### src/rtl/hs_reg_slice_pkg.sv
// Shared constants and FULL-mode state encoding for the valid/ready register slice.
package hs_pkg;

    localparam int unsigned MODE_BYPASS = 0;
    localparam int unsigned MODE_FWD    = 1;
    localparam int unsigned MODE_BWD    = 2;
    localparam int unsigned MODE_FULL   = 3;

    typedef enum logic [1:0] {
        EMPTY = 2'd0,
        ONE   = 2'd1,
        TWO   = 2'd2
    } slice_state_e;

endpackage

### src/rtl/hs_reg_slice_if.sv
// Valid/ready streaming link; master drives valid/data, slave drives ready.
interface hs_reg_slice_if #(
    parameter int unsigned WIDTH = 8
);
    logic             valid;
    logic             ready;
    logic [WIDTH-1:0] data;

    modport master (output valid, output data, input ready);
    modport slave  (input valid, input data, output ready);
endinterface

### src/rtl/hs_reg_slice_stage.sv
// One valid/ready slice; MODE picks forward register, skid buffer or 2-entry full slice.
module hs_reg_slice_stage
    import hs_pkg::*;
#(
    parameter int unsigned WIDTH = 8,
    parameter int unsigned MODE  = MODE_FULL
) (
    input  logic             clk,
    input  logic             rst,
    input  logic             in_valid_i,
    output logic             in_ready_o,
    input  logic [WIDTH-1:0] in_data_i,
    output logic             out_valid_o,
    input  logic             out_ready_i,
    output logic [WIDTH-1:0] out_data_o,
    output logic             occ_o
);

    if (MODE == MODE_FWD) begin : g_fwd
        logic             valid_q, valid_d;
        logic [WIDTH-1:0] data_q, data_d;

        assign in_ready_o = out_ready_i | ~valid_q;

        always_comb begin
            valid_d = valid_q;
            data_d  = data_q;
            if (in_ready_o) begin
                valid_d = in_valid_i;
                if (in_valid_i) data_d = in_data_i;
            end
        end

        always_ff @(posedge clk) begin
            if (rst) begin
                valid_q <= 1'b0;
                data_q  <= '0;
            end else begin
                valid_q <= valid_d;
                data_q  <= data_d;
            end
        end

        assign out_valid_o = valid_q;
        assign out_data_o  = data_q;
        assign occ_o       = valid_q;

    end else if (MODE == MODE_BWD) begin : g_bwd
        logic             skid_full_q, skid_full_d;
        logic             rdy_q;
        logic [WIDTH-1:0] skid_data_q, skid_data_d;
        logic             capture;

        // rdy_q is low in reset, which also keeps reset-time beats from passing through
        assign capture = ~skid_full_q & in_valid_i & rdy_q & ~out_ready_i;

        always_comb begin
            skid_full_d = skid_full_q;
            skid_data_d = skid_data_q;
            if (skid_full_q) begin
                if (out_ready_i) skid_full_d = 1'b0;
            end else if (capture) begin
                skid_full_d = 1'b1;
                skid_data_d = in_data_i;
            end
        end

        always_ff @(posedge clk) begin
            if (rst) begin
                skid_full_q <= 1'b0;
                skid_data_q <= '0;
                rdy_q       <= 1'b0;
            end else begin
                skid_full_q <= skid_full_d;
                skid_data_q <= skid_data_d;
                rdy_q       <= ~skid_full_d;
            end
        end

        assign in_ready_o  = rdy_q;
        assign out_valid_o = skid_full_q | (in_valid_i & rdy_q);
        assign out_data_o  = skid_full_q ? skid_data_q : in_data_i;
        assign occ_o       = skid_full_q;

    end else if (MODE == MODE_FULL) begin : g_full
        slice_state_e     state_q, state_d;
        logic [WIDTH-1:0] out_q, out_d;
        logic [WIDTH-1:0] skid_q, skid_d;
        logic             rdy_q;
        logic             push, pop;

        assign push = in_valid_i & rdy_q;
        assign pop  = (state_q != EMPTY) & out_ready_i;

        always_comb begin
            state_d = state_q;
            out_d   = out_q;
            skid_d  = skid_q;
            unique case (state_q)
                EMPTY: begin
                    if (push) begin
                        state_d = ONE;
                        out_d   = in_data_i;
                    end
                end
                ONE: begin
                    if (push && !pop) begin
                        state_d = TWO;
                        skid_d  = in_data_i;
                    end else if (!push && pop) begin
                        state_d = EMPTY;
                    end else if (push && pop) begin
                        out_d = in_data_i;
                    end
                end
                TWO: begin
                    if (pop) begin
                        state_d = ONE;
                        out_d   = skid_q;
                    end
                end
                default: state_d = EMPTY;
            endcase
        end

        always_ff @(posedge clk) begin
            if (rst) begin
                state_q <= EMPTY;
                out_q   <= '0;
                skid_q  <= '0;
                rdy_q   <= 1'b0;
            end else begin
                state_q <= state_d;
                out_q   <= out_d;
                skid_q  <= skid_d;
                rdy_q   <= (state_d != TWO);
            end
        end

        assign in_ready_o  = rdy_q;
        assign out_valid_o = (state_q != EMPTY);
        assign out_data_o  = out_q;
        assign occ_o       = (state_q != EMPTY);

    end else begin : g_bad
        $error("hs_reg_slice_stage: unsupported MODE %0d", MODE);
    end

endmodule

### src/rtl/hs_reg_slice.sv
// Chain of STAGES valid/ready slices between an upstream and a downstream link.
module hs_reg_slice
    import hs_pkg::*;
#(
    parameter int unsigned WIDTH  = 8,
    parameter int unsigned STAGES = 1,
    parameter int unsigned MODE   = MODE_FULL
) (
    input  logic          clk,
    input  logic          rst,
    hs_reg_slice_if.slave  m_if,
    hs_reg_slice_if.master s_if,
    output logic          busy_o
);

    if (MODE == MODE_BYPASS) begin : g_bypass
        assign s_if.valid = m_if.valid;
        assign s_if.data  = m_if.data;
        assign m_if.ready = s_if.ready;
        assign busy_o     = 1'b0;

    end else if (MODE == MODE_FWD || MODE == MODE_BWD || MODE == MODE_FULL) begin : g_chain
        logic [STAGES-1:0] occ;

        // Each block owns the link into its stage; neighbours are only read, never driven
        for (genvar k = 0; k < STAGES; k++) begin : g_st
            logic             in_valid, in_ready, out_valid, out_ready;
            logic [WIDTH-1:0] in_data, out_data;

            hs_reg_slice_stage #(
                .WIDTH (WIDTH),
                .MODE  (MODE)
            ) u_stage (
                .clk         (clk),
                .rst         (rst),
                .in_valid_i  (in_valid),
                .in_ready_o  (in_ready),
                .in_data_i   (in_data),
                .out_valid_o (out_valid),
                .out_ready_i (out_ready),
                .out_data_o  (out_data),
                .occ_o       (occ[k])
            );

            if (k == 0) begin : g_head
                assign in_valid   = m_if.valid;
                assign in_data    = m_if.data;
                assign m_if.ready = in_ready;
            end else begin : g_link
                assign in_valid = g_st[k-1].out_valid;
                assign in_data  = g_st[k-1].out_data;
            end

            if (k == STAGES - 1) begin : g_tail
                assign s_if.valid = out_valid;
                assign s_if.data  = out_data;
                assign out_ready  = s_if.ready;
            end else begin : g_next
                assign out_ready = g_st[k+1].in_ready;
            end
        end

        assign busy_o = |occ;

    end else begin : g_bad
        $error("hs_reg_slice: illegal MODE %0d", MODE);
    end

endmodule

### src/flat_wrapper.sv
// flat-port wrapper written by rule: the top's interface ports become plain ports
module hs_reg_slice_flat import hs_pkg::*;
#(
    parameter int unsigned WIDTH  = 8,
    parameter int unsigned STAGES = 1,
    parameter int unsigned MODE   = MODE_FULL
)
  (clk, rst, busy_o, m_if_valid, m_if_data, m_if_ready, s_if_valid, s_if_data, s_if_ready);
  hs_reg_slice_if #(.WIDTH(WIDTH)) m_if_i ();
  hs_reg_slice_if #(.WIDTH(WIDTH)) s_if_i ();
  input  logic clk;
  input  logic rst;
  output logic busy_o;
  input wire logic [$bits(m_if_i.valid)-1:0] m_if_valid;
  input wire logic [$bits(m_if_i.data)-1:0] m_if_data;
  output wire logic [$bits(m_if_i.ready)-1:0] m_if_ready;
  output wire logic [$bits(s_if_i.valid)-1:0] s_if_valid;
  output wire logic [$bits(s_if_i.data)-1:0] s_if_data;
  input wire logic [$bits(s_if_i.ready)-1:0] s_if_ready;
  assign m_if_i.valid = m_if_valid;
  assign m_if_i.data = m_if_data;
  assign m_if_ready = m_if_i.ready;
  assign s_if_valid = s_if_i.valid;
  assign s_if_data = s_if_i.data;
  assign s_if_i.ready = s_if_ready;
  hs_reg_slice #(.WIDTH(WIDTH), .STAGES(STAGES), .MODE(MODE)) u_core (.clk(clk), .rst(rst), .m_if(m_if_i), .s_if(s_if_i), .busy_o(busy_o));
endmodule
### config.mk
export PLATFORM = sky130hd
export DESIGN_NAME = hs_reg_slice_flat
export DESIGN_NICKNAME = d
export VERILOG_FILES = /design/src/rtl/hs_reg_slice_pkg.sv /design/src/rtl/hs_reg_slice_if.sv /design/src/rtl/hs_reg_slice_stage.sv /design/src/rtl/hs_reg_slice.sv /design/src/flat_wrapper.sv
export SDC_FILE = /design/constraint.sdc
export NUM_CORES = 1
export LEC_CHECK = 0
export ABC_CLOCK_PERIOD_IN_PS = 1500
export BUFFER_PORTS_ARGS = -buffer_cell sky130_fd_sc_hd__buf_4
export CORE_MARGIN = 4
export CORE_UTILIZATION = 49
export DETAILED_ROUTE_END_ITERATION = 7
export PLACE_DENSITY = 0.82
export RECOVER_POWER = 50
export SKIP_CTS_REPAIR_TIMING = 1
export SYNTH_ARGS = -nofsm -noshare
export SYNTH_HDL_FRONTEND = slang
export SYNTH_SLANG_ARGS = --single-unit
### constraint.sdc
create_clock -name clk -period 1.5 [get_ports clk]
set_input_delay 0.075 -clock clk [delete_from_list [all_inputs] [get_ports clk]]
set_output_delay 0.075 -clock clk [all_outputs]
set_load 0.02 [all_outputs]
==> impl_metrics.prom, run 1 <==
# TYPE chip_impl_metric gauge
chip_impl_metric{name="die_area",unit="sq um"} 2480
chip_impl_metric{name="start_util",unit=""} 0.542
chip_impl_metric{name="synth_top_cell_area_share",unit=""} 0.445
chip_impl_metric{name="num-nets-final",unit=""} 117
chip_impl_metric{name="whs_path_depth",unit=""} 3
chip_impl_metric{name="path_buf_inv",unit=""} 1
chip_impl_info{name="critical_path.endpoint_type",value="register"} 1
chip_impl_metric{name="worst_setup_slack_for_register_to_register_paths",unit="ns"} 0.09
chip_impl_metric{name="reg2reg_depth",unit=""} 5
chip_impl_metric{name="report.power.total",unit="uW"} 925
chip_impl_metric{name="arrival",unit="ns"} 1.59
chip_impl_metric{name="slew_violations",unit=""} 0
chip_impl_info{name="run_status",value="completed"} 1
chip_impl_metric{name="overflow",unit=""} 0
chip_impl_info{name="route.top_layer_used",value="met4"} 1
chip_impl_metric{name="cts_max_level",unit=""} 1
chip_impl_info{name="cts_root_buf",value="sky130_fd_sc_hd__clkbuf_4"} 1
chip_impl_metric{name="met1_length",unit="um"} 674
chip_impl_metric{name="num_antenna_cells",unit=""} 0
chip_impl_info{name="hold_path_startpoint",value="m_if_data[0]"} 1
chip_impl_info{name="path_delay_family",value="flip-flops"} 1
chip_impl_metric{name="die_x",unit="um"} 49.8
chip_impl_metric{name="synth.cell_area",unit="sq um"} 855
chip_impl_metric{name="finalCritPeriodShare",unit=""} 0.941
chip_impl_info{name="synthTopCellsByCount",value="19 x sky130_fd_sc_hd__dfxtp_1, 18 x sky130_fd_sc_hd__nor2_1, 17 x sky130_fd_sc_hd__mux2i_1, 8 x sky130_fd_sc_hd__mux2_1, 3 x sky130_fd_sc_hd__buf_4"} 1
chip_impl_metric{name="synth_edf_count",unit=""} 0
chip_impl_metric{name="grt_first_pass_wirelength",unit="um"} 2780
chip_impl_metric{name="antenna_found_initial",unit=""} 0
chip_impl_metric{name="dpl.hpwl",unit="um"} 1240
chip_impl_metric{name="routed-wl-met2",unit="um"} 850
chip_impl_metric{name="drcViolationCount",unit=""} 0
chip_impl_info{name="synthFlopType",value="sky130_fd_sc_hd__dfxtp_1"} 1
chip_impl_info{name="path_cells",value="nand2b_1, buf_4, mux2_1, mux2i_1, nor2_1"} 1
chip_impl_info{name="reg2reg_from",value="u_core.g_chain.g_st[0].u_stage.g_full.state_q[1]$_SDFF_PP0_"} 1
chip_impl_info{name="hp-class",value="input pin to register"} 1
chip_impl_metric{name="drt-wirelength-per-cell",unit="um"} 13.7
chip_impl_metric{name="critPathMaxFanout",unit=""} 9
chip_impl_metric{name="fmaxAchievable",unit="MHz"} 709
chip_impl_metric{name="drive_gt1_frac",unit=""} 0.212
chip_impl_info{name="grt_setup_unrepaired",value="no"} 1
chip_impl_metric{name="hold_violations",unit=""} 0
chip_impl_metric{name="route.antenna.remaining_nets",unit=""} 0
chip_impl_metric{name="worst_slew_margin_rel",unit=""} 0.816
chip_impl_metric{name="final_period_minus_worst_setup_slack",unit="ns"} 1.41
chip_impl_metric{name="core_region_area",unit="sq um"} 1580
chip_impl_metric{name="async_sr_flop_fraction",unit=""} 0
chip_impl_info{name="crit_path_start_kind",value="register"} 1
chip_impl_metric{name="detailedPlace.worstSlack",unit="ns"} -0.0211
chip_impl_metric{name="route.final.wire_length",unit="um"} 1650
chip_impl_info{name="reg2reg_to",value="u_core.g_chain.g_st[0].u_stage.out_data_o[5]$_SDFFE_PP0P_"} 1
chip_impl_metric{name="power.static_leakage",unit="uW"} 0.000426
chip_impl_metric{name="post-route-util",unit=""} 0.633
chip_impl_metric{name="vias_per_cell",unit=""} 5.31
chip_impl_metric{name="grt_pass1_vias",unit=""} 641
chip_impl_metric{name="cellPowerDensity",unit="nW/um^2"} 928
chip_impl_metric{name="postSynthRegisterBits",unit=""} 19
chip_impl_metric{name="power.ir.vdd_worst",unit="mV"} 0.580
chip_impl_metric{name="route.met3.wl",unit="um"} 105
chip_impl_metric{name="slowest_delay",unit="ns"} 0.49
chip_impl_info{name="critical_path_class",value="register to register"} 1
chip_impl_metric{name="tritoncts.num_buffers",unit=""} 3
chip_impl_metric{name="postSynthCellCount",unit=""} 82
chip_impl_metric{name="clock_skew",unit="ns"} 0.00458
chip_impl_metric{name="cts.clk_slew.worst_paths",unit="ns"} 0.11
chip_impl_metric{name="tightest_slew",unit="ns"} 0.275
chip_impl_metric{name="setup_viol",unit=""} 0
chip_impl_info{name="hold-path-endpoint",value="u_core.g_chain.g_st[0].u_stage.g_full.skid_q[0]$_SDFFE_PP0P_"} 1
chip_impl_metric{name="synth_nets",unit=""} 94
chip_impl_metric{name="final_critical_path_setup_slack",unit="ns"} 0.0892
chip_impl_metric{name="global_route.usage.total",unit=""} 0.148
chip_impl_info{name="yosys.cell_count.top_type",value="sky130_fd_sc_hd__dfxtp_1"} 1
chip_impl_info{name="post_synth_main_area_contributors",value="sky130_fd_sc_hd__dfxtp_1 45%, sky130_fd_sc_hd__mux2i_1 20%, sky130_fd_sc_hd__mux2_1 11%"} 1
chip_impl_info{name="synthDominantAreaCellType",value="sky130_fd_sc_hd__dfxtp_1"} 1
chip_impl_metric{name="port-buffer-count",unit=""} 22
chip_impl_metric{name="vias",unit=""} 637
chip_impl_metric{name="ios",unit=""} 23
chip_impl_metric{name="synth.distinct_cells",unit=""} 19
chip_impl_metric{name="syn2layout_area_growth",unit="%"} 16.7
chip_impl_metric{name="place_congestion",unit=""} 0.741
chip_impl_metric{name="cts_buffer_depth",unit=""} 2
chip_impl_metric{name="clock_latency_on_the_worst_skew_pair",unit="ns"} 0.29
chip_impl_info{name="critical_path.slowest_cell",value="sky130_fd_sc_hd__dfxtp_1"} 1
chip_impl_metric{name="max_cap_violations",unit=""} 0
chip_impl_metric{name="synth_area_per_cell",unit="sq um"} 10.4
chip_impl_metric{name="synth_seq_area_share",unit=""} 0.445
chip_impl_info{name="cts_tree",value="built"} 1
chip_impl_metric{name="detailedRoute.firstIterationViolations",unit=""} 9
chip_impl_metric{name="rows",unit=""} 14
chip_impl_metric{name="req_time_crit_path",unit="ns"} 1.68
chip_impl_metric{name="yosysWarningCount",unit=""} 0
chip_impl_metric{name="chip_height",unit="um"} 49.8
chip_impl_metric{name="detail_route.first_pass.iterations",unit=""} 4
chip_impl_metric{name="pin_count_of_the_biggest_net_entering_global_routing",unit=""} 20
chip_impl_metric{name="clock_sink_count",unit=""} 19
-- worst max path at each step --
stage	start	slack, ns	to	depth (start not counted)
after global routing	u_core.g_chain.g_st[0].u_stage.g_full.state_q[0]$_SDFF_PP0_	0.006	u_core.g_chain.g_st[0].u_stage.g_full.skid_q[3]$_SDFFE_PP0P_	5
after CTS	u_core.g_chain.g_st[0].u_stage.g_full.state_q[0]$_SDFF_PP0_	-0.04	u_core.g_chain.g_st[0].u_stage.out_data_o[5]$_SDFFE_PP0P_	4
final	u_core.g_chain.g_st[0].u_stage.g_full.state_q[1]$_SDFF_PP0_	0.09	u_core.g_chain.g_st[0].u_stage.out_data_o[5]$_SDFFE_PP0P_	5
after detailed placement	u_core.g_chain.g_st[0].u_stage.g_full.state_q[0]$_SDFF_PP0_	-0.02	u_core.g_chain.g_st[0].u_stage.out_data_o[5]$_SDFFE_PP0P_	4
after global placement	u_core.g_chain.g_st[0].u_stage.g_full.state_q[0]$_SDFF_PP0_	0.12	u_core.g_chain.g_st[0].u_stage.out_data_o[3]$_SDFFE_PP0P_	4
after floorplan	u_core.g_chain.g_st[0].u_stage.in_ready_o$_SDFF_PP0_	0.19	u_core.g_chain.g_st[0].u_stage.g_full.skid_q[0]$_SDFFE_PP0P_	5
-- state kept, by name, summed over array words and instances, names as in the netlist --
| register | count |
|---|---|
| u_core.g_chain.g_st.u_stage.g_full.skid_q | 8 |
| u_core.g_chain.g_st.u_stage.in_ready_o | 1 |
| u_core.g_chain.g_st.u_stage.g_full.state_q | 2 |
| u_core.g_chain.g_st.u_stage.out_data_o | 8 |
-- kinds of logic after synthesis --
kind of cell,count (synthesis),share of synthesized area
flops,19,0.445
buf+inv,7,0.0615
mux,25,0.305
compound gates,4,0.0351
simple gates,27,0.154
-- routing by layer --
layer  global-route usage  vias to the layer above
met5                    0                        -
met4               0.0691                        0
met3               0.0301                        2
met2                0.262                       23
met1                0.167                      292
li1                     -                      320
-- where the power goes --
part / internal, uW / switching, uW
logic: 63.9 / 74.9
registers: 523 / 11.7
clock network: 103 / 148
-- worst reg2reg max path, stage by stage, from the launching register on --
cell and delay [ns]:
sky130_fd_sc_hd__dfxtp_1 0.49, sky130_fd_sc_hd__nand2b_1 0.09, sky130_fd_sc_hd__buf_4 0.18, sky130_fd_sc_hd__mux2_1 0.32
sky130_fd_sc_hd__mux2i_1 0.15, sky130_fd_sc_hd__nor2_1 0.07
-- metrics by stage --
| step | hold WS, ns | setup TNS (ns) | area (sq um) | cells |
|---|---|---|---|---|
| CTS | 0.0206 | -0.0559 | 1040 | 120 |
| global route | 0.0273 | 0 | 997 | 120 |
| floorplan | 0.199 | 0 | 855 | 82 |
| global placement | 0.316 | 0 | 1010 | 116 |
| finish | 0.0315 | 0 | 997 | 120 |
| detailed placement | 0.331 | -0.0324 | 1010 | 116 |
-- layout make-up --
class	count	area (sq um)
fillers	144	579
multi-input cells	56	423
flip-flops and latches	19	382
repair buffers	25	146
clock buffers	4	26.3
well taps	16	20.0
-- placed cells by master, fill, tap and decap left out --
cell                        n
sky130_fd_sc_hd__a21oi_1    1
sky130_fd_sc_hd__buf_4     14
sky130_fd_sc_hd__clkbuf_1  12
sky130_fd_sc_hd__clkbuf_4   3
sky130_fd_sc_hd__dfxtp_1   18
sky130_fd_sc_hd__dfxtp_2    1
sky130_fd_sc_hd__mux2_1     8
sky130_fd_sc_hd__mux2i_1   17
sky130_fd_sc_hd__nand2_1    2
sky130_fd_sc_hd__nand2b_1   1
sky130_fd_sc_hd__nand3b_1   1
sky130_fd_sc_hd__nand4b_1   1
sky130_fd_sc_hd__nor2_1    18
sky130_fd_sc_hd__nor2b_1    1
sky130_fd_sc_hd__nor2b_2    1
sky130_fd_sc_hd__nor3b_2    1
sky130_fd_sc_hd__o21a_1     1
sky130_fd_sc_hd__o22a_1     1
sky130_fd_sc_hd__o31a_2     1
sky130_fd_sc_hd__or2_2      1
Note: power is estimated with default switching activity, not from simulation.
==> run 2: changes to the inputs <==
Settings changed: ABC_AREA set to 1, CORE_UTILIZATION 49 to 53, CTS_BUF_LIST set to sky130_fd_sc_hd__clkbuf_8, PLACE_DENSITY 0.82 to 0.87.
==> run 2 against run 1 <==
  * Design area rose by 6.1%
  * Routed wire length rose by 19%
  * Global-route usage rose by 2.0 points
  * Utilization rose by 4.6 points
  * Area after synthesis rose by 4.8%
  * Synthesized cell count rose by 61%
  * Largest power group unchanged
  * Highest routed layer unchanged
  * Combinational power rose by 52%
  * Die area fell by 2.6%
  * Setup slack improved by 0.027 ns
  * Hold slack improved by 0.048 ns
==> impl_metrics.prom, run 2 <==
# TYPE chip_impl_metric gauge
chip_impl_metric{name="max_cap_violations",unit=""} 0
chip_impl_metric{name="syn2layout_area_growth",unit="%"} 18.2
chip_impl_metric{name="global_route.usage.total",unit=""} 0.168
chip_impl_metric{name="drive_gt1_frac",unit=""} 0.162
chip_impl_metric{name="port-buffer-count",unit=""} 22
chip_impl_metric{name="report.power.total",unit="uW"} 1120
chip_impl_metric{name="ios",unit=""} 23
chip_impl_metric{name="finalCritPeriodShare",unit=""} 0.923
chip_impl_info{name="layout.cells.most_common",value="sky130_fd_sc_hd__nor2_1"} 1
chip_impl_metric{name="req_time_crit_path",unit="ns"} 1.66
chip_impl_metric{name="vias",unit=""} 847
chip_impl_info{name="cts_tree",value="built"} 1
chip_impl_metric{name="clock_sink_count",unit=""} 19
chip_impl_metric{name="core_region_area",unit="sq um"} 1560
chip_impl_metric{name="yosysWarningCount",unit=""} 0
chip_impl_metric{name="clock_skew",unit="ns"} 0.00244
chip_impl_metric{name="num_antenna_cells",unit=""} 0
chip_impl_metric{name="route.antenna.remaining_nets",unit=""} 0
chip_impl_info{name="synthDominantAreaCellType",value="sky130_fd_sc_hd__dfxtp_1"} 1
chip_impl_info{name="post_synth_main_area_contributors",value="sky130_fd_sc_hd__dfxtp_1 42%, sky130_fd_sc_hd__nor2_1 14%, sky130_fd_sc_hd__nand2_1 13%"} 1
chip_impl_metric{name="fmaxAchievable",unit="MHz"} 722
chip_impl_metric{name="cts.clk_slew.worst_paths",unit="ns"} 0.07
chip_impl_info{name="synthFlopType",value="sky130_fd_sc_hd__dfxtp_1"} 1
chip_impl_metric{name="die_area",unit="sq um"} 2410
chip_impl_metric{name="synth_area_per_cell",unit="sq um"} 6.79
chip_impl_metric{name="drt-wirelength-per-cell",unit="um"} 11.5
chip_impl_metric{name="vias_per_cell",unit=""} 4.98
chip_impl_info{name="run_status",value="completed"} 1
chip_impl_info{name="critical_path_class",value="register to register"} 1
chip_impl_metric{name="final_period_minus_worst_setup_slack",unit="ns"} 1.38
chip_impl_metric{name="arrival",unit="ns"} 1.54
chip_impl_metric{name="worst_slew_margin_rel",unit=""} 0.724
chip_impl_metric{name="setup_tns",unit="ns"} 0
chip_impl_metric{name="synth_nets",unit=""} 144
chip_impl_metric{name="antenna_found_initial",unit=""} 0
chip_impl_metric{name="tightest_slew",unit="ns"} 0.414
chip_impl_info{name="critical_path.endpoint_type",value="register"} 1
chip_impl_metric{name="power.static_leakage",unit="uW"} 0.000535
chip_impl_metric{name="chip_height",unit="um"} 49.1
chip_impl_metric{name="hold_violations",unit=""} 0
chip_impl_info{name="crit_top_cell",value="sky130_fd_sc_hd__nand2_1"} 1
chip_impl_info{name="hp-class",value="input pin to register"} 1
chip_impl_info{name="crit_path_start_kind",value="register"} 1
chip_impl_info{name="synthTopCellsByCount",value="34 x sky130_fd_sc_hd__nor2_1, 32 x sky130_fd_sc_hd__nand2_1, 19 x sky130_fd_sc_hd__dfxtp_1, 11 x sky130_fd_sc_hd__inv_1, 10 x sky130_fd_sc_hd__nand3_1"} 1
chip_impl_metric{name="synth.cell_area",unit="sq um"} 896
chip_impl_metric{name="async_sr_flop_fraction",unit=""} 0
chip_impl_metric{name="synth_seq_area_share",unit=""} 0.425
chip_impl_metric{name="clock_latency_on_the_worst_skew_pair",unit="ns"} 0.26
chip_impl_metric{name="die_x",unit="um"} 49.1
chip_impl_metric{name="synth_edf_count",unit=""} 0
chip_impl_metric{name="dpl.hpwl",unit="um"} 1380
chip_impl_metric{name="tritoncts.num_buffers",unit=""} 3
chip_impl_info{name="cts_root_buf",value="sky130_fd_sc_hd__clkbuf_8"} 1
chip_impl_metric{name="slowest_delay",unit="ns"} 0.57
chip_impl_metric{name="setup_viol",unit=""} 0
chip_impl_metric{name="drcViolationCount",unit=""} 0
chip_impl_metric{name="route.final.wire_length",unit="um"} 1960
chip_impl_metric{name="grt_first_pass_wirelength",unit="um"} 3110
chip_impl_metric{name="critPathMaxFanout",unit=""} 17
chip_impl_metric{name="detailedRoute.firstIterationViolations",unit=""} 18
chip_impl_metric{name="layout_filler_cell_count",unit=""} 144
chip_impl_metric{name="pin_count_of_the_biggest_net_entering_global_routing",unit=""} 18
chip_impl_info{name="yosys.cell_count.top_type",value="sky130_fd_sc_hd__nor2_1"} 1
chip_impl_metric{name="overflow",unit=""} 0
chip_impl_metric{name="synth.distinct_cells",unit=""} 15
chip_impl_metric{name="start_util",unit=""} 0.575
chip_impl_metric{name="num-nets-final",unit=""} 167
chip_impl_metric{name="rows",unit=""} 14
chip_impl_metric{name="postSynthCellCount",unit=""} 132
chip_impl_metric{name="postSynthRegisterBits",unit=""} 19
chip_impl_metric{name="cts_max_level",unit=""} 1
chip_impl_info{name="critical_path.slowest_cell",value="sky130_fd_sc_hd__dfxtp_1"} 1
chip_impl_info{name="commonest_non_fill_non_tap_cells_in_the_layout",value="34 x sky130_fd_sc_hd__nor2_1, 33 x sky130_fd_sc_hd__nand2_1, 19 x sky130_fd_sc_hd__dfxtp_1"} 1
chip_impl_metric{name="power.ir.vdd_worst",unit="mV"} 0.713
chip_impl_info{name="path_cells",value="inv_1, nand3_1, nand2_2, nand2_4, nand2_1, nand2_1, nor2_1"} 1
chip_impl_metric{name="place_congestion",unit=""} 0.785
chip_impl_metric{name="cellPowerDensity",unit="nW/um^2"} 1060
chip_impl_metric{name="slew_violations",unit=""} 0
chip_impl_metric{name="cts_buffer_depth",unit=""} 2
chip_impl_metric{name="grt_pass1_vias",unit=""} 745
chip_impl_metric{name="detail_route.first_pass.iterations",unit=""} 4
chip_impl_metric{name="synth_top_cell_area_share",unit=""} 0.425
chip_impl_info{name="grt_setup_unrepaired",value="no"} 1
==> run 2: changes by cell type in the layout (fill, tap and decap cells not counted), moves of 10 or more <==
cell / before / now
sky130_fd_sc_hd__nand3_1: 0 / 10
sky130_fd_sc_hd__nor2_1: 18 / 34
sky130_fd_sc_hd__mux2i_1: 17 / 0
sky130_fd_sc_hd__nand2_1: 2 / 33
sky130_fd_sc_hd__inv_1: 0 / 12
==> run 2: kinds of logic (layout without fill, tap and decap cells) <==
family | after synthesis | in the layout | share of synthesized area
buf+inv | 18 | 40 | 0.102
compound gates | 10 | 10 | 0.0559
simple gates | 85 | 85 | 0.418
flops | 19 | 19 | 0.425
==> run 2: worst paths after layout <==
path	cells past startpoint	startpoint	endpoint	slack (ns)
worst max-delay path	7	u_core.g_chain.g_st[0].u_stage.g_full.state_q[1]$_SDFF_PP0_	u_core.g_chain.g_st[0].u_stage.out_data_o[4]$_SDFFE_PP0P_	0.12
worst min-delay path	3	m_if_data[1]	u_core.g_chain.g_st[0].u_stage.g_full.skid_q[1]$_SDFFE_PP0P_	0.08
worst max register to register	7	u_core.g_chain.g_st[0].u_stage.g_full.state_q[1]$_SDFF_PP0_	u_core.g_chain.g_st[0].u_stage.out_data_o[4]$_SDFFE_PP0P_	0.12
worst min register to register	2	u_core.g_chain.g_st[0].u_stage.g_full.skid_q[2]$_SDFFE_PP0P_	u_core.g_chain.g_st[0].u_stage.g_full.skid_q[2]$_SDFFE_PP0P_	0.49
==> run 2: per-layer routing <==
metal,share of wire,up-vias,global-route usage
met5,0,-,0
met1,0.45,378,0.180
met2,0.47,22,0.290
met3,0.055,5,0.0459
met4,0.021,0,0.0995
li1,-,442,-
==> run 2: worst max-delay path, delay by kind of cell (launching register included) <==
kind,cells,cell delay [ns]
AND/OR/NAND/NOR,6,0.54
flip-flops,1,0.57
buffers and inverters,1,0.17
==> run 2: where the power goes <==
group | internal [uW] | leakage [uW] | switching [uW] | total [uW]
Clock | 185 | 0.0000255 | 174 | 359
Sequential | 534 | 0.000155 | 17.3 | 551
Combinational | 74.8 | 0.000354 | 136 | 211
Total | 794 | 0.000535 | 328 | 1120
==> run 2: area by class of cell <==
| type | count | area [sq um] | share of cell area |
|---|---|---|---|
| clock buffer | 3 | 41.3 | 0.0390 |
| clock inverter | 1 | 5.00 | 0.00473 |
| inverter | 13 | 48.8 | 0.0461 |
| multi-input combinational | 95 | 422 | 0.398 |
| sequential | 19 | 380 | 0.359 |
| tap | 16 | 20.0 | 0.0189 |
| timing repair buffer | 23 | 141 | 0.134 |
==> run 2: metrics by stage <==
step                cells  hold slack, ns  area [sq um]  worst slack [ns]  utilization
CTS                   169         -0.0176          1080             0.125        0.696
finish                170          0.0792          1060             0.116        0.679
global placement      165           0.258          1040             0.189        0.666
detailed placement    165           0.258          1040             0.139        0.666
floorplan             132           0.144           896             0.380            -
global route          170           0.100          1060            0.0100        0.679
==> run 3: changes to the inputs <==
Settings changed: ABC_AREA 1 to unset.
==> run 3 against run 2 <==
  * Clock power decreased by 7.0%
  * Clock-buffer cell count unchanged
  * Cell count decreased by 29%
  * Register-to-register slack about the same
  * Sequential power decreased by 3%
  * Sequential cell count unchanged
  * Largest cell class unchanged
==> impl_metrics.prom, run 3 (synthesis gave the netlist of run 1 again) <==
# TYPE chip_impl_metric gauge
chip_impl_metric{name="antenna_found_initial",unit=""} 0
chip_impl_info{name="reg2reg_from",value="u_core.g_chain.g_st[0].u_stage.g_full.state_q[1]$_SDFF_PP0_"} 1
chip_impl_metric{name="cellPowerDensity",unit="nW/um^2"} 985
chip_impl_metric{name="hold_slack",unit="ns"} 0.0683
chip_impl_metric{name="worst_slew_margin_rel",unit=""} 0.815
chip_impl_metric{name="intPower",unit="uW"} 769
chip_impl_metric{name="hold_violations",unit=""} 0
chip_impl_metric{name="grt_first_pass_wirelength",unit="um"} 2630
chip_impl_info{name="reg2reg_to",value="u_core.g_chain.g_st[0].u_stage.out_data_o[6]$_SDFFE_PP0P_"} 1
chip_impl_info{name="critical_path.endpoint_type",value="register"} 1
chip_impl_metric{name="critPathMaxFanout",unit=""} 9
chip_impl_metric{name="req_time_crit_path",unit="ns"} 1.64
chip_impl_metric{name="overflow",unit=""} 0
chip_impl_info{name="path_cells",value="nand2b_1, buf_4, mux2_1, mux2i_1, nor2_1"} 1
chip_impl_metric{name="detailedRoute.firstIterationViolations",unit=""} 9
chip_impl_metric{name="num-nets-final",unit=""} 118
chip_impl_metric{name="global_route.usage.total",unit=""} 0.163
chip_impl_metric{name="reg2reg_depth",unit=""} 5
chip_impl_metric{name="tritoncts.num_buffers",unit=""} 3
chip_impl_info{name="critical_path.slowest_cell",value="sky130_fd_sc_hd__dfxtp_1"} 1
chip_impl_metric{name="clock_latency_on_the_worst_skew_pair",unit="ns"} 0.25
chip_impl_metric{name="whs_path_depth",unit=""} 3
chip_impl_metric{name="ios",unit=""} 23
chip_impl_metric{name="dpl.hpwl",unit="um"} 1160
chip_impl_metric{name="report.power.total",unit="uW"} 1010
chip_impl_metric{name="tightest_slew",unit="ns"} 0.278
chip_impl_info{name="hold_path_startpoint",value="m_if_data[4]"} 1
chip_impl_metric{name="setup_tns",unit="ns"} 0
chip_impl_metric{name="max_cap_violations",unit=""} 0
chip_impl_metric{name="clock_sink_count",unit=""} 19
chip_impl_info{name="grt_setup_unrepaired",value="no"} 1
chip_impl_metric{name="power.switching_fraction",unit=""} 0.236
chip_impl_metric{name="power.static_leakage",unit="uW"} 0.000442
chip_impl_metric{name="chip_height",unit="um"} 48.2
chip_impl_metric{name="num_antenna_cells",unit=""} 0
chip_impl_metric{name="final_period_minus_worst_setup_slack",unit="ns"} 1.39
chip_impl_metric{name="vias",unit=""} 629
chip_impl_metric{name="finalCritPeriodShare",unit=""} 0.930
chip_impl_metric{name="seq_power_share",unit=""} 0.531
chip_impl_metric{name="route.antenna.remaining_nets",unit=""} 0
chip_impl_metric{name="syn2layout_area_growth",unit="%"} 19.6
chip_impl_metric{name="detail_route.first_pass.iterations",unit=""} 4
chip_impl_metric{name="clock_skew",unit="ns"} 0.00127
chip_impl_metric{name="grt_pass1_vias",unit=""} 619
chip_impl_info{name="commonest_non_fill_non_tap_cells_in_the_layout",value="19 x sky130_fd_sc_hd__dfxtp_1, 18 x sky130_fd_sc_hd__nor2_1, 17 x sky130_fd_sc_hd__mux2i_1"} 1
chip_impl_metric{name="drive_gt1_frac",unit=""} 0.210
chip_impl_info{name="crit_path_start_kind",value="register"} 1
chip_impl_info{name="hold-path-endpoint",value="u_core.g_chain.g_st[0].u_stage.g_full.skid_q[4]$_SDFFE_PP0P_"} 1
chip_impl_info{name="hp-class",value="input pin to register"} 1
chip_impl_metric{name="cts_buffer_depth",unit=""} 2
chip_impl_metric{name="cts.clk_slew.worst_paths",unit="ns"} 0.06
chip_impl_metric{name="combPwrFrac",unit=""} 0.137
chip_impl_info{name="cts_tree",value="built"} 1
chip_impl_metric{name="die_area",unit="sq um"} 2320
chip_impl_metric{name="drcViolationCount",unit=""} 0
chip_impl_metric{name="layout_filler_cell_count",unit=""} 125
chip_impl_metric{name="power.ir.vdd_worst",unit="mV"} 0.847
chip_impl_metric{name="worst_setup_slack_for_register_to_register_paths",unit="ns"} 0.11
chip_impl_metric{name="placement.cell_area",unit="sq um"} 1020
chip_impl_metric{name="cts_max_level",unit=""} 1
chip_impl_info{name="layout.cells.most_common",value="sky130_fd_sc_hd__dfxtp_1"} 1
chip_impl_metric{name="fmaxAchievable",unit="MHz"} 717
chip_impl_metric{name="p_switching",unit="uW"} 238
chip_impl_metric{name="route.final.wire_length",unit="um"} 1540
chip_impl_metric{name="setup_viol",unit=""} 0
chip_impl_metric{name="post_layout_instance_area",unit="sq um"} 1020
chip_impl_info{name="critical_path_class",value="register to register"} 1
chip_impl_info{name="run_status",value="completed"} 1
chip_impl_metric{name="drt-wirelength-per-cell",unit="um"} 12.7
chip_impl_metric{name="port-buffer-count",unit=""} 22
chip_impl_metric{name="clock_power_share",unit=""} 0.332
chip_impl_metric{name="arrival",unit="ns"} 1.54
chip_impl_metric{name="core_region_area",unit="sq um"} 1510
chip_impl_metric{name="die_x",unit="um"} 48.2
chip_impl_info{name="cts_root_buf",value="sky130_fd_sc_hd__clkbuf_8"} 1
chip_impl_metric{name="rows",unit=""} 14
chip_impl_metric{name="slowest_delay",unit="ns"} 0.47
chip_impl_metric{name="place_congestion",unit=""} 0.715
chip_impl_metric{name="vias_per_cell",unit=""} 5.20
chip_impl_metric{name="slew_violations",unit=""} 0
chip_impl_metric{name="pin_count_of_the_biggest_net_entering_global_routing",unit=""} 20
chip_impl_metric{name="start_util",unit=""} 0.567
-- run 3: routing by layer --
layer  wire [um]  GRT usage  share of wire
met2         767      0.279           0.50
met5           0          0              0
met4          15     0.0484         0.0097
met1         679      0.196           0.44
met3          77     0.0480          0.050
-- run 3: cell type report --
cell class | instances | area [sq um] | share of cell area
clock buffer | 3 | 41.3 | 0.0404
clock inverter | 1 | 3.75 | 0.00367
multi-input combinational | 56 | 423 | 0.414
sequential | 19 | 380 | 0.372
tap | 16 | 20.0 | 0.0196
timing repair buffer | 26 | 154 | 0.151
-- run 3: worst max-delay path by stage --
stage,start,depth (start not counted),endpoint
after global routing,u_core.g_chain.g_st[0].u_stage.g_full.state_q[0]$_SDFF_PP0_,5,u_core.g_chain.g_st[0].u_stage.g_full.skid_q[7]$_SDFFE_PP0P_
after floorplan,u_core.g_chain.g_st[0].u_stage.in_ready_o$_SDFF_PP0_,5,u_core.g_chain.g_st[0].u_stage.g_full.skid_q[0]$_SDFFE_PP0P_
final,u_core.g_chain.g_st[0].u_stage.g_full.state_q[1]$_SDFF_PP0_,5,u_core.g_chain.g_st[0].u_stage.out_data_o[6]$_SDFFE_PP0P_
after detailed placement,u_core.g_chain.g_st[0].u_stage.g_full.state_q[0]$_SDFF_PP0_,4,u_core.g_chain.g_st[0].u_stage.out_data_o[6]$_SDFFE_PP0P_
after global placement,u_core.g_chain.g_st[0].u_stage.g_full.state_q[0]$_SDFF_PP0_,4,u_core.g_chain.g_st[0].u_stage.out_data_o[4]$_SDFFE_PP0P_
after CTS,u_core.g_chain.g_st[0].u_stage.g_full.state_q[0]$_SDFF_PP0_,4,u_core.g_chain.g_st[0].u_stage.out_data_o[6]$_SDFFE_PP0P_
-- run 3: metrics by stage --
stage               instances  utilization  worst slack, ns
floorplan                  82            -            0.191
global placement          117        0.675           0.0912
global route              121        0.679           0.0190
CTS                       121        0.705          0.00589
detailed placement        117        0.675           0.0309
finish                    121        0.679            0.106
-- run 3: worst max-delay path: cells and delay by family, from the launching register on --
kind / cells / cell delay (ns)
buf+inv: 1 / 0.17
flops: 1 / 0.47
mux: 2 / 0.46
simple gates: 2 / 0.17
-- run 3: power by group through the flow --
stage	sequential (uW)	combinational [uW]	clock [uW]
6_report	535	138	334
3_5_place_dp	546	153	0
2_1_floorplan	560	81.0	0
5_1_grt	537	153	370
4_1_cts	535	154	345
3_3_place_gp	545	150	0
